### src/rtl/imm_scan_ctrl.sv
// imm_scan_ctrl: raster-scan sequencer for the image masking datapath.
// Walks the source image in row-major order, feeds each pixel with its
// coordinates to the masking unit, writes each masked result back to the
// result frame RAM and checks that the masking unit echoes coordinates in order.
//
// Handshake: there is no valid/ready flow control. start is a one-cycle
// request honoured only in IDLE; once accepted, one read is issued per cycle
// and the result RAM must accept one write per cycle (wr_en is a pure strobe).
module imm_scan_ctrl #(
    parameter int IMG_ROWS = 320,
    parameter int IMG_COLS = 240,
    parameter int ADDR_W   = 17
) (
    input  logic              clk,
    input  logic              rst,
    input  logic              start,
    input  logic [8:0]        mask_row_off_in,
    input  logic [7:0]        mask_col_off_in,
    output logic [ADDR_W-1:0] img_addr,
    input  logic [11:0]       img_data,
    output logic [11:0]       imm_pixel,
    output logic [8:0]        imm_row,
    output logic [7:0]        imm_col,
    output logic [8:0]        imm_mask_row_off,
    output logic [7:0]        imm_mask_col_off,
    input  logic [8:0]        imm_row_ret,
    input  logic [7:0]        imm_col_ret,
    input  logic [11:0]       imm_result,
    output logic              wr_en,
    output logic [ADDR_W-1:0] wr_addr,
    output logic [11:0]       wr_data,
    output logic              busy,
    output logic              done,
    output logic              seq_err
);

    localparam logic [8:0] LAST_ROW = 9'(IMG_ROWS - 1);
    localparam logic [7:0] LAST_COL = 8'(IMG_COLS - 1);

    typedef enum logic [1:0] {
        S_IDLE  = 2'd0,
        S_SCAN  = 2'd1,
        S_DRAIN = 2'd2,
        S_DONE  = 2'd3
    } state_t;

    state_t            state_q;
    logic [8:0]        row_q;
    logic [7:0]        col_q;
    logic [ADDR_W-1:0] addr_q;
    logic [1:0]        drain_q;
    logic              busy_q;
    logic              done_q;
    logic [8:0]        roff_q;
    logic [7:0]        coff_q;

    // stage 1: aligned with img_data coming back from the ROM
    logic              s1_valid_q;
    logic [8:0]        s1_row_q;
    logic [7:0]        s1_col_q;
    logic [ADDR_W-1:0] s1_addr_q;

    // stage 2: aligned with the masking unit result
    logic              s2_valid_q;
    logic [8:0]        s2_row_q;
    logic [7:0]        s2_col_q;
    logic [ADDR_W-1:0] s2_addr_q;

    logic              wr_en_q;
    logic [ADDR_W-1:0] wr_addr_q;
    logic [11:0]       wr_data_q;
    logic              seq_err_q;

    logic              accept_d;
    logic              last_pix_d;
    logic              ret_mismatch_d;

    // Decode of the conditions shared by the FSM and the checker
    always_comb begin
        accept_d       = (state_q == S_IDLE) && start;
        last_pix_d     = (row_q == LAST_ROW) && (col_q == LAST_COL);
        ret_mismatch_d = (imm_row_ret != s2_row_q) || (imm_col_ret != s2_col_q);
    end

    // Frame sequencer: read counters, drain timer and busy/done flags
    always_ff @(posedge clk or posedge rst) begin
        if (rst) begin
            state_q <= S_IDLE;
            row_q   <= '0;
            col_q   <= '0;
            addr_q  <= '0;
            drain_q <= '0;
            busy_q  <= 1'b0;
            done_q  <= 1'b0;
            roff_q  <= '0;
            coff_q  <= '0;
        end else begin
            done_q <= 1'b0;
            case (state_q)
                S_IDLE: begin
                    if (accept_d) begin
                        roff_q  <= mask_row_off_in;
                        coff_q  <= mask_col_off_in;
                        row_q   <= '0;
                        col_q   <= '0;
                        addr_q  <= '0;
                        busy_q  <= 1'b1;
                        state_q <= S_SCAN;
                    end
                end
                S_SCAN: begin
                    if (last_pix_d) begin
                        drain_q <= '0;
                        state_q <= S_DRAIN;
                    end else begin
                        // linear address tracks the raster walk, no multiply
                        addr_q <= addr_q + 1'b1;
                        if (col_q == LAST_COL) begin
                            col_q <= '0;
                            row_q <= row_q + 1'b1;
                        end else begin
                            col_q <= col_q + 1'b1;
                        end
                    end
                end
                S_DRAIN: begin
                    if (drain_q == 2'd2) begin
                        busy_q  <= 1'b0;
                        done_q  <= 1'b1;
                        state_q <= S_DONE;
                    end else begin
                        drain_q <= drain_q + 1'b1;
                    end
                end
                default: begin
                    state_q <= S_IDLE;
                end
            endcase
        end
    end

    // Coordinate pipeline: stage 1 meets the ROM data, stage 2 meets the result
    always_ff @(posedge clk or posedge rst) begin
        if (rst) begin
            s1_valid_q <= 1'b0;
            s1_row_q   <= '0;
            s1_col_q   <= '0;
            s1_addr_q  <= '0;
            s2_valid_q <= 1'b0;
            s2_row_q   <= '0;
            s2_col_q   <= '0;
            s2_addr_q  <= '0;
        end else begin
            s1_valid_q <= (state_q == S_SCAN);
            if (state_q == S_SCAN) begin
                s1_row_q  <= row_q;
                s1_col_q  <= col_q;
                s1_addr_q <= addr_q;
            end
            s2_valid_q <= s1_valid_q;
            if (s1_valid_q) begin
                s2_row_q  <= s1_row_q;
                s2_col_q  <= s1_col_q;
                s2_addr_q <= s1_addr_q;
            end
        end
    end

    // Result write stage: one registered write per valid stage-2 pixel
    always_ff @(posedge clk or posedge rst) begin
        if (rst) begin
            wr_en_q   <= 1'b0;
            wr_addr_q <= '0;
            wr_data_q <= '0;
        end else begin
            wr_en_q <= s2_valid_q;
            if (s2_valid_q) begin
                wr_addr_q <= s2_addr_q;
                wr_data_q <= imm_result;
            end
        end
    end

    // Sticky order check on echoed coordinates, cleared by an accepted start
    always_ff @(posedge clk or posedge rst) begin
        if (rst) begin
            seq_err_q <= 1'b0;
        end else if (accept_d) begin
            seq_err_q <= 1'b0;
        end else if (s2_valid_q && ret_mismatch_d) begin
            seq_err_q <= 1'b1;
        end
    end

    // Pixel is gated so the masking unit sees zero outside a live stage-1 slot
    assign imm_pixel        = s1_valid_q ? img_data : 12'd0;
    assign img_addr         = addr_q;
    assign imm_row          = s1_row_q;
    assign imm_col          = s1_col_q;
    assign imm_mask_row_off = roff_q;
    assign imm_mask_col_off = coff_q;
    assign wr_en            = wr_en_q;
    assign wr_addr          = wr_addr_q;
    assign wr_data          = wr_data_q;
    assign busy             = busy_q;
    assign done             = done_q;
    assign seq_err          = seq_err_q;

endmodule

### config.mk
export PLATFORM = sky130hd
export DESIGN_NAME = imm_scan_ctrl
export DESIGN_NICKNAME = d
export VERILOG_FILES = /design/src/rtl/imm_scan_ctrl.sv
export SDC_FILE = /design/constraint.sdc
export NUM_CORES = 1
export LEC_CHECK = 0
export CORE_ASPECT_RATIO = 1.2
export CORE_UTILIZATION = 53
export CTS_CLUSTER_DIAMETER = 150
export DETAILED_ROUTE_END_ITERATION = 8
export PLACE_DENSITY = 0.84
export RECOVER_POWER = 50
export SLEW_MARGIN = 0
export SYNTH_ARGS = -nofsm -noshare
export SYNTH_HDL_FRONTEND = slang
export SYNTH_SLANG_ARGS = --single-unit
### constraint.sdc
create_clock -name clk -period 8.98 [get_ports clk]
set_input_delay 1.796 -clock clk [delete_from_list [all_inputs] [get_ports clk]]
set_output_delay 1.796 -clock clk [all_outputs]
set_load 0.02 [all_outputs]
==> results by stage, run 1 <==
Synthesis:
- The average instance in the mapped netlist occupies 12.74 um^2.
- The post-synthesis instance total is 533.
- The number of nets handed over by synthesis was 602.
- The netlist uses 45 different library cells.
- The synthesis warning total is 0.
- The post-synthesis async set-or-reset flop share is 100.0%.
- The cell area that synthesis handed to floorplanning was 0.006788 mm^2.
- Multiplexer cells account for 19.34% of the synthesized area.
- After Yosys synthesis, full adders, half adders and majority gates account for 1.475% of the synthesized area.
- The commonest register cell after synthesis is sky130_fd_sc_hd__dfrtp_1.
- The xor/xnor cell area share of the yosys netlist is 3.484%.
- Summing the areas of all and, or, nand and nor instances in the mapped netlist gives 10.91% of the synthesized area.
- For this run, the register share of the synthesized area comes to 58.25%.
- The combinational family with the most area after synthesis is multiplexers.
- In this run, synthesis inferred 0 flip-flops with an integrated enable.
- After synthesis the netlist holds a flip-flop and latch count of 158.
- The synthesized netlist devotes 4.350% of its cell area to compound gates.

Outcome:
- The run finished, with violations left.
- The checks that failed: capacitance limit, slew limit.

Route:
- The final layout contains routed wiring with a total length of 15650 um.
- Dividing the detail-routed wire length by the instance count gives 18.16 um.
- The total number of vias is 4845.
- Once detail routing completed, the nets flagged for antenna violations numbered 0.
- The average via count per standard cell is 5.621.
- The first TritonRoute pass finished after 5 iterations.
- In the routed design, unresolved DRC markers number 0.
- For this block, the initial DRC count from the detailed router was 246.

Timing:
- The number of pins exceeding their max-slew limit in the final report was 178.
- Setup repair after global routing left no endpoint under its margin.
- The actual slew at the worst max-slew pin is 3.092 ns.
- Setup violations remaining at the end of the flow were counted as 0.
- The worst slew margin relative to its limit is -107.3%.
- After layout, the worst setup slack is 3.734 ns.
- Across the routed clock network, the largest skew measured is 0.006387 ns.
- The final hold violation count is 0.
- The clock period minus worst slack is 5.246 ns.
- Derived from the worst setup path, the maximum achievable clock frequency is 190.6 MHz.
- After layout, the worst path uses 58.42% of the clock period.
- The worst hold-check slack is 0.4984 ns.
- The setup total negative slack is 0 ns.

Cells and area:
- In the layout the commonest cells are sky130_fd_sc_hd__dfrtp_1, sky130_fd_sc_hd__clkdlybuf4s50_1, sky130_fd_sc_hd__mux2_2.
- The multi-input combinational cell area is 0.002681 mm^2.
- The number of inserted filler cells in the final layout is 776.
- Leaving out fill and tap cells, the most frequent cell in the layout is sky130_fd_sc_hd__dfrtp_1.
- The number of nets at the end of the flow is 760.
- The signed area change from the synthesized netlist to the final layout is 33.18%.
- Cells fill 73.63% of the core in the end.
- Once layout is complete, the cells apart from fillers number 862.
- The finished cells cover 0.009040 mm^2.
- In the final layout, flip-flops and latches occupy 0.003954 mm^2.
- 0 antenna diodes ended up in the layout.
- The share of cells above drive strength 1 is 20.83%.

CTS:
- The clock root buffer is sky130_fd_sc_hd__clkbuf_16.
- The post-CTS setup buffer count is 0.
- The worst-case clock buffer depth is 2.
- The number of buffers added by the clock tree synthesis step is 17.
- At the later pin of the worst-skew pair, clock insertion delay measures 0.42 ns.
- The number of sinks handled by clock tree synthesis is 158.
- TritonCTS built the clock tree.
- The number of gates resized after cts is 0.
- The H-tree depth is 4.
- The clock-pin slew of the registers on the worst-case setup and hold paths is 0.06 ns.
- In this run, post-CTS hold repair placed 0 buffers.

Worst setup path:
- The worst setup path is captured at a primary output.
- The number of cells on the worst reg-to-reg path is 6.
- The largest fanout of any net on the critical path is 31.
- The end of the worst register-to-register path is img_addr[13]$_DFFE_PP0P_.
- At the worst endpoint, the required time is 7.18 ns.
- The critical path in this run is classified as flop to primary output.
- At the worst endpoint, the arrival time is 3.45 ns.
- Following the worst setup path forward leads to its endpoint at imm_pixel[4].
- The worst setup path is launched from a flop.
- The reg2reg setup slack is 4.92 ns.
- The critical path starts at s1_valid_q$_DFF_PP0_.
- In this run the critical register-to-register path is launched from state_q[1]$_DFFE_PP0P_.

Power:
- The total power is 2.573 mW.
- In this run the power density over the cells is 284.6 mW/mm^2.
- For this design the static power due to leakage is 4.032 nW.
- Across the VDD grid, the largest voltage drop is 0.0001282 V.

Placement:
- Routability-driven placement finished with a final weighted congestion of 0.8113.
- Prior to clock tree synthesis, the placed netlist has a worst setup slack of 4.171 ns.
- The detailed placer's ending HPWL is 10330 um.
- During placement, the flow inserted port buffers numbering 156.
- Once placement finished, the instance area stood at 0.008493 mm^2.
- The number of placed cells counting well taps is 833.

Global route:
- The first global-routing pass estimated 25970 um of wire.
- The total grt overflow is 0.
- The number of antenna violations at the first check in global routing came to 0.
- The total routing usage reported by global routing is 25.22%.
- The largest net degree at the start of global routing is 87.
- The number of global-route vias before repair is 5137.

Floorplan:
- The initial cell density of the core is 55.29%.
- The floorplan step set the die width to 105.3 um.
- The core region is 0.01228 mm^2.
- In this run the count of I/O pins placed on the die edge is 157.
- In this run the core area contains 44 standard-cell rows.
- The die area is 0.01327 mm^2.
- The floorplan step set the die height to 126.0 um.

Run:
- The max-cap violation count is 4.

Hold path:
- The path category of the worst min-delay check is flop to flop.
[cell usage after synthesis, types with 2 or more instances]
master	n	area share, %
sky130_fd_sc_hd__dfrtp_1	158	58
sky130_fd_sc_hd__mux2_2	109	18
sky130_fd_sc_hd__nand2_1	35	1.9
sky130_fd_sc_hd__nor2_1	26	1.4
sky130_fd_sc_hd__o21ai_0	24	1.8
sky130_fd_sc_hd__xnor2_1	20	2.6
sky130_fd_sc_hd__and2_1	16	1.5
sky130_fd_sc_hd__clkbuf_1	14	0.77
sky130_fd_sc_hd__inv_1	14	0.77
sky130_fd_sc_hd__nand4_1	14	1.3
sky130_fd_sc_hd__nand3_1	13	0.96
sky130_fd_sc_hd__ha_1	8	1.5
sky130_fd_sc_hd__mux2i_1	7	1.0
sky130_fd_sc_hd__xor2_1	7	0.90
sky130_fd_sc_hd__nor3_1	6	0.44
sky130_fd_sc_hd__a21oi_1	5	0.37
sky130_fd_sc_hd__and3_1	5	0.46
sky130_fd_sc_hd__nand2b_1	4	0.37
sky130_fd_sc_hd__nand4b_1	4	0.52
sky130_fd_sc_hd__o31ai_1	4	0.44
sky130_fd_sc_hd__buf_1	3	0.17
sky130_fd_sc_hd__nor4_1	3	0.28
sky130_fd_sc_hd__o211ai_1	3	0.33
sky130_fd_sc_hd__or2_2	3	0.28
sky130_fd_sc_hd__buf_2	2	0.15
sky130_fd_sc_hd__buf_6	2	0.33
sky130_fd_sc_hd__nor2b_1	2	0.18
sky130_fd_sc_hd__o221ai_1	2	0.26
sky130_fd_sc_hd__o2bb2ai_1	2	0.26
sky130_fd_sc_hd__or2_1	2	0.18
sky130_fd_sc_hd__or4_1	2	0.22
[per-layer routing]
metal	vias up	global-route usage, %	share of wire, %
li1	2182	-	-
met1	2437	29.85	40
met2	188	45.12	53
met3	38	4.762	4.6
met4	0	10.02	2.2
met5	-	0	0
[sequential cells by signal, indices dropped and copies added, names as in the netlist]
signal,flops
imm_mask_row_off,9
imm_mask_col_off,8
s2_col_q,8
done,1
state_q,2
s2_valid_q,1
seq_err,1
img_addr,17
s2_addr_q,17
s1_addr_q,17
s2_row_q,9
busy,1
s1_valid_q,1
imm_col,8
imm_row,9
wr_en,1
row_q,9
col_q,8
wr_addr,17
wr_data,12
drain_q,2
[report_power, final]
group | switching (mW) | total (mW) | internal (mW)
logic | 0.467 | 0.901 | 0.434
registers | 0.117 | 0.978 | 0.861
clock network | 0.275 | 0.693 | 0.419
[cells by family (layout without fill, tap and decap cells)]
kind of cell               after synthesis  count (layout)
adders and majority gates                8               8
AOI/OAI and AO/OA                       47              47
and+or+nand+nor                        141             141
xor gates and xnor gates                27              27
muxes                                  117             117
DFF                                    158             158
buffers and inverters                   35             203
[cell type report]
| cell class | instances | area share, % |
|---|---|---|
| repair buffers | 160 | 17.48 |
| flip-flops and latches | 158 | 43.74 |
| multi-input cells | 340 | 29.66 |
| inverters | 14 | 0.5952 |
| well taps | 161 | 2.228 |
| clock inverters | 10 | 1.287 |
| clock buffers | 19 | 5.010 |
[how the worst min path moves through the flow]
stage / from / endpoint / slack (ns) / cells past startpoint
detailed placement: s1_addr_q[8]$_DFFE_PP0P_ / s1_addr_q[8]$_DFFE_PP0P_ / 0.49 / 1
global route: s1_addr_q[5]$_DFFE_PP0P_ / s2_addr_q[5]$_DFFE_PP0P_ / 0.52 / 1
CTS: row_q[8]$_DFFE_PP0P_ / row_q[8]$_DFFE_PP0P_ / 0.50 / 1
finish: wr_addr[16]$_DFFE_PP0P_ / wr_addr[16]$_DFFE_PP0P_ / 0.50 / 1
floorplan: s1_valid_q$_DFF_PP0_ / s2_valid_q$_DFF_PP0_ / 0.35 / 0
global placement: s1_addr_q[6]$_DFFE_PP0P_ / s2_addr_q[6]$_DFFE_PP0P_ / 0.48 / 1
[critical path, cell delays in order, from the launching register on]
cell                              delay [ns]
sky130_fd_sc_hd__dfrtp_1                0.88
sky130_fd_sc_hd__clkbuf_1               1.24
sky130_fd_sc_hd__and2_1                 0.28
sky130_fd_sc_hd__clkdlybuf4s50_1        0.62
Note: power is estimated with default switching activity, not from simulation.
==> run 2, diff against run 1 <==
Settings changed: CORE_UTILIZATION 53 to 50, PLACE_DENSITY 0.84 to 0.8.
Clock period 8.98 ns to 5.28 ns, I/O delays scaled along.
==> results by stage, run 2 (synthesis gave the netlist of run 1 again) <==
Timing:
- The clock period minus worst slack is 3.987 ns.
- The final hold violation count is 0 (unchanged).
- The worst slew margin relative to its limit is -23.09% (+84 points).
- The achievable frequency is 250.8 MHz.
- The actual slew at the worst max-slew pin is 1.846 ns (-1.246 ns).
- The final count of negative-setup-slack endpoints is 0 (unchanged).
- The number of pins exceeding their max-slew limit in the final report came to 80 (-55%).
- The setup skew after layout came to 0.006046 ns (-0.0003413 ns).
- Setup repair after global routing left no endpoint under its margin.
- The setup total negative slack came to 0 ns (unchanged).
- The post-route clock period utilization is 75.51%.

Route:
- The average via count per standard cell was 5.409 (-3.8%).
- The first-iteration detailed-routing DRC count came to 264 (+7.3%).
- The post-detailed-route DRC marker count was 0 (unchanged).
- The total wire length is 15140 um (-3.3%).
- The number of optimization iterations in the first detailed-route pass is 4 (-1).
- The post-detailed-route wirelength per cell is 17.38 um (-4.3%).
- The number of antenna-violating nets in the routed design is 0 (unchanged).
- The total number of vias is 4711 (-2.8%).

CTS:
- The worst-case clock buffer depth is 2 (unchanged).
- The H-tree depth is 4 (unchanged).
- The clock-pin slew of the registers on the worst-case setup and hold paths is 0.06 ns (about the same).
- The clock root buffer is sky130_fd_sc_hd__clkbuf_16.
- The number of buffers added by the clock tree synthesis step is 17 (unchanged).
- The TritonCTS clock tree is done.
- The number of sinks handled by clock tree synthesis came to 158 (unchanged).
- The clock insertion delay at the later pin of the skew report came to 0.42 ns (about the same).
- The number of buffers inserted by hold repair at cts is 0 (unchanged).
- The post-CTS setup buffer count came to 0 (unchanged).
- The number of gates resized after cts is 0 (unchanged).

Worst setup path:
- The critical path goes through and2_1 -> clkdlybuf4s50_1.
- The worst setup path is of the flop to primary output kind.
- The delay of the slowest critical-path stage is 1.59 ns (+0.35 ns).
- STA classifies the critical path startpoint as a flop.
- The required time of the critical path is 4.22 ns (-2.96 ns).
- The largest fanout of any net on the critical path was 47 (+52%).
- The data arrival at the endpoint of the critical path is 2.93 ns (-0.52 ns).
- For this design, the slowest cell found on the critical path is sky130_fd_sc_hd__dfrtp_1.
- The kind of capture point of the worst setup path is a primary output.

Power:
- The worst-case vdd ir drop is 0.0002674 V (+110%).
- The power density normalized to cell area was 477.3 mW/mm^2 (+68%).
- The static leakage is 4.005 nW (-0.67%).

Cells and area:
- The library cell used most frequently in the layout, excluding fill and tap cells, is sky130_fd_sc_hd__dfrtp_1.
- The share of cells above drive strength 1 is 21.19% (+0.37 points).
- The signed area change from the synthesized netlist to the final layout was 33.23% (about the same).
- The count of antenna diodes in the layout is 0 (unchanged).
- The number of nets at the end of the flow is 759 (-0.13%).
- The fraction of the core area covered by cells at the end of the flow came to 68.32% (-5.3 points).
- In the layout the commonest cells are sky130_fd_sc_hd__dfrtp_1, sky130_fd_sc_hd__clkdlybuf4s50_1, sky130_fd_sc_hd__mux2_2.

Floorplan:
- The overall die height is 129.6 um (+2.9%).
- The boundary pin count is 157 (unchanged).
- The die area is 0.01405 mm^2 (+5.9%).
- The number of core rows is 46 (+4.5%).
- The die outline width was 108.4 um (+2.9%).
- The area of the placeable core is 0.01324 mm^2 (+7.8%).
- The initial cell density of the core is 51.28% (-4.0 points).

Global route:
- The largest net degree at the start of global routing is 159 (+83%).
- The first-pass GRT wire length was 24240 um (-6.7%).
- The total routing usage reported by global routing is 22.69% (-2.5 points).
- The number of global-route vias before repair is 4864 (-5.3%).
- The total grt overflow is 0 (unchanged).
- The number of antenna violations at the first check in global routing is 0 (unchanged).

Outcome:
- The flow ran to the end, but the final reports show violations.
- The final reports fail on capacitance limit, slew limit.

Placement:
- The final weighted congestion in routability-driven placement is 0.8120 (about the same).
- The detailed placer's ending HPWL is 10340 um (+0.12%).
- The quantity of I/O buffers inserted on ports was 156 (unchanged).

Run:
- The max-cap violation count came to 2 (-2).

Hold path:
- The tightest min-delay check is of the flop to flop type.
[run 2: power breakdown]
group,leakage [nW],switching [mW],internal (mW)
Clock,0.260,0.504,0.619
Combinational,1.63,0.749,0.757
Sequential,2.12,0.225,1.46
Total,4.01,1.48,2.84
[run 2: critical path: cells and delay by family, from the launching register on]
| family | cells | cell delay (ns) |
|---|---|---|
| and+or+nand+nor | 1 | 0.30 |
| DFF | 1 | 1.59 |
| buffers and inverters | 1 | 0.61 |
[run 2: stage by stage]
step / worst slack, ns / instances / area [um^2] / hold WS [ns] / power [mW]
after global placement: 1.929 / 839 / 8506 / 0.4851 / 3.154
final: 1.293 / 871 / 9044 / 0.5035 / 4.316
after detailed placement: 1.786 / 839 / 8506 / 0.4906 / 3.221
after global routing: 1.100 / 871 / 9044 / 0.5182 / 4.536
after floorplan: 2.223 / 533 / 6792 / 0.3519 / 2.588
after CTS: 1.869 / 871 / 9055 / 0.5051 / 4.353
[run 2: metal layers]
layer | GRT usage (%) | vias up | share of wire [%] | wire, um
met4 | 10.25 | 0 | 2.5 | 374
met2 | 39.12 | 117 | 54 | 8242
li1 | - | 2187 | - | -
met1 | 27.34 | 2377 | 40 | 6028
met5 | 0 | - | 0 | 0
met3 | 4.779 | 30 | 3.3 | 493
[run 2: worst paths after layout]
check / start / slack, ns / cells past startpoint / end
max: s1_valid_q$_DFF_PP0_ / 1.29 / 2 / imm_pixel[9]
min: s2_addr_q[9]$_DFFE_PP0P_ / 0.50 / 1 / s2_addr_q[9]$_DFFE_PP0P_
max reg2reg: state_q[1]$_DFFE_PP0P_ / 1.70 / 6 / img_addr[13]$_DFFE_PP0P_
min reg2reg: s2_addr_q[9]$_DFFE_PP0P_ / 0.50 / 1 / s2_addr_q[9]$_DFFE_PP0P_
max in group asynchronous: rst / 3.34 / 3 / row_q[5]$_DFFE_PP0P_
min in group asynchronous: rst / 1.34 / 3 / state_q[0]$_DFFE_PP0P_
[run 2: cell type report]
cell class	count	area (um^2)
repair buffers	159	1589
multi-input cells	340	2685
well taps	168	210.2
fillers	988	4194
flip-flops and latches	158	3954
clock buffers	18	439.2
inverters	14	56.30
clock inverters	14	110.1
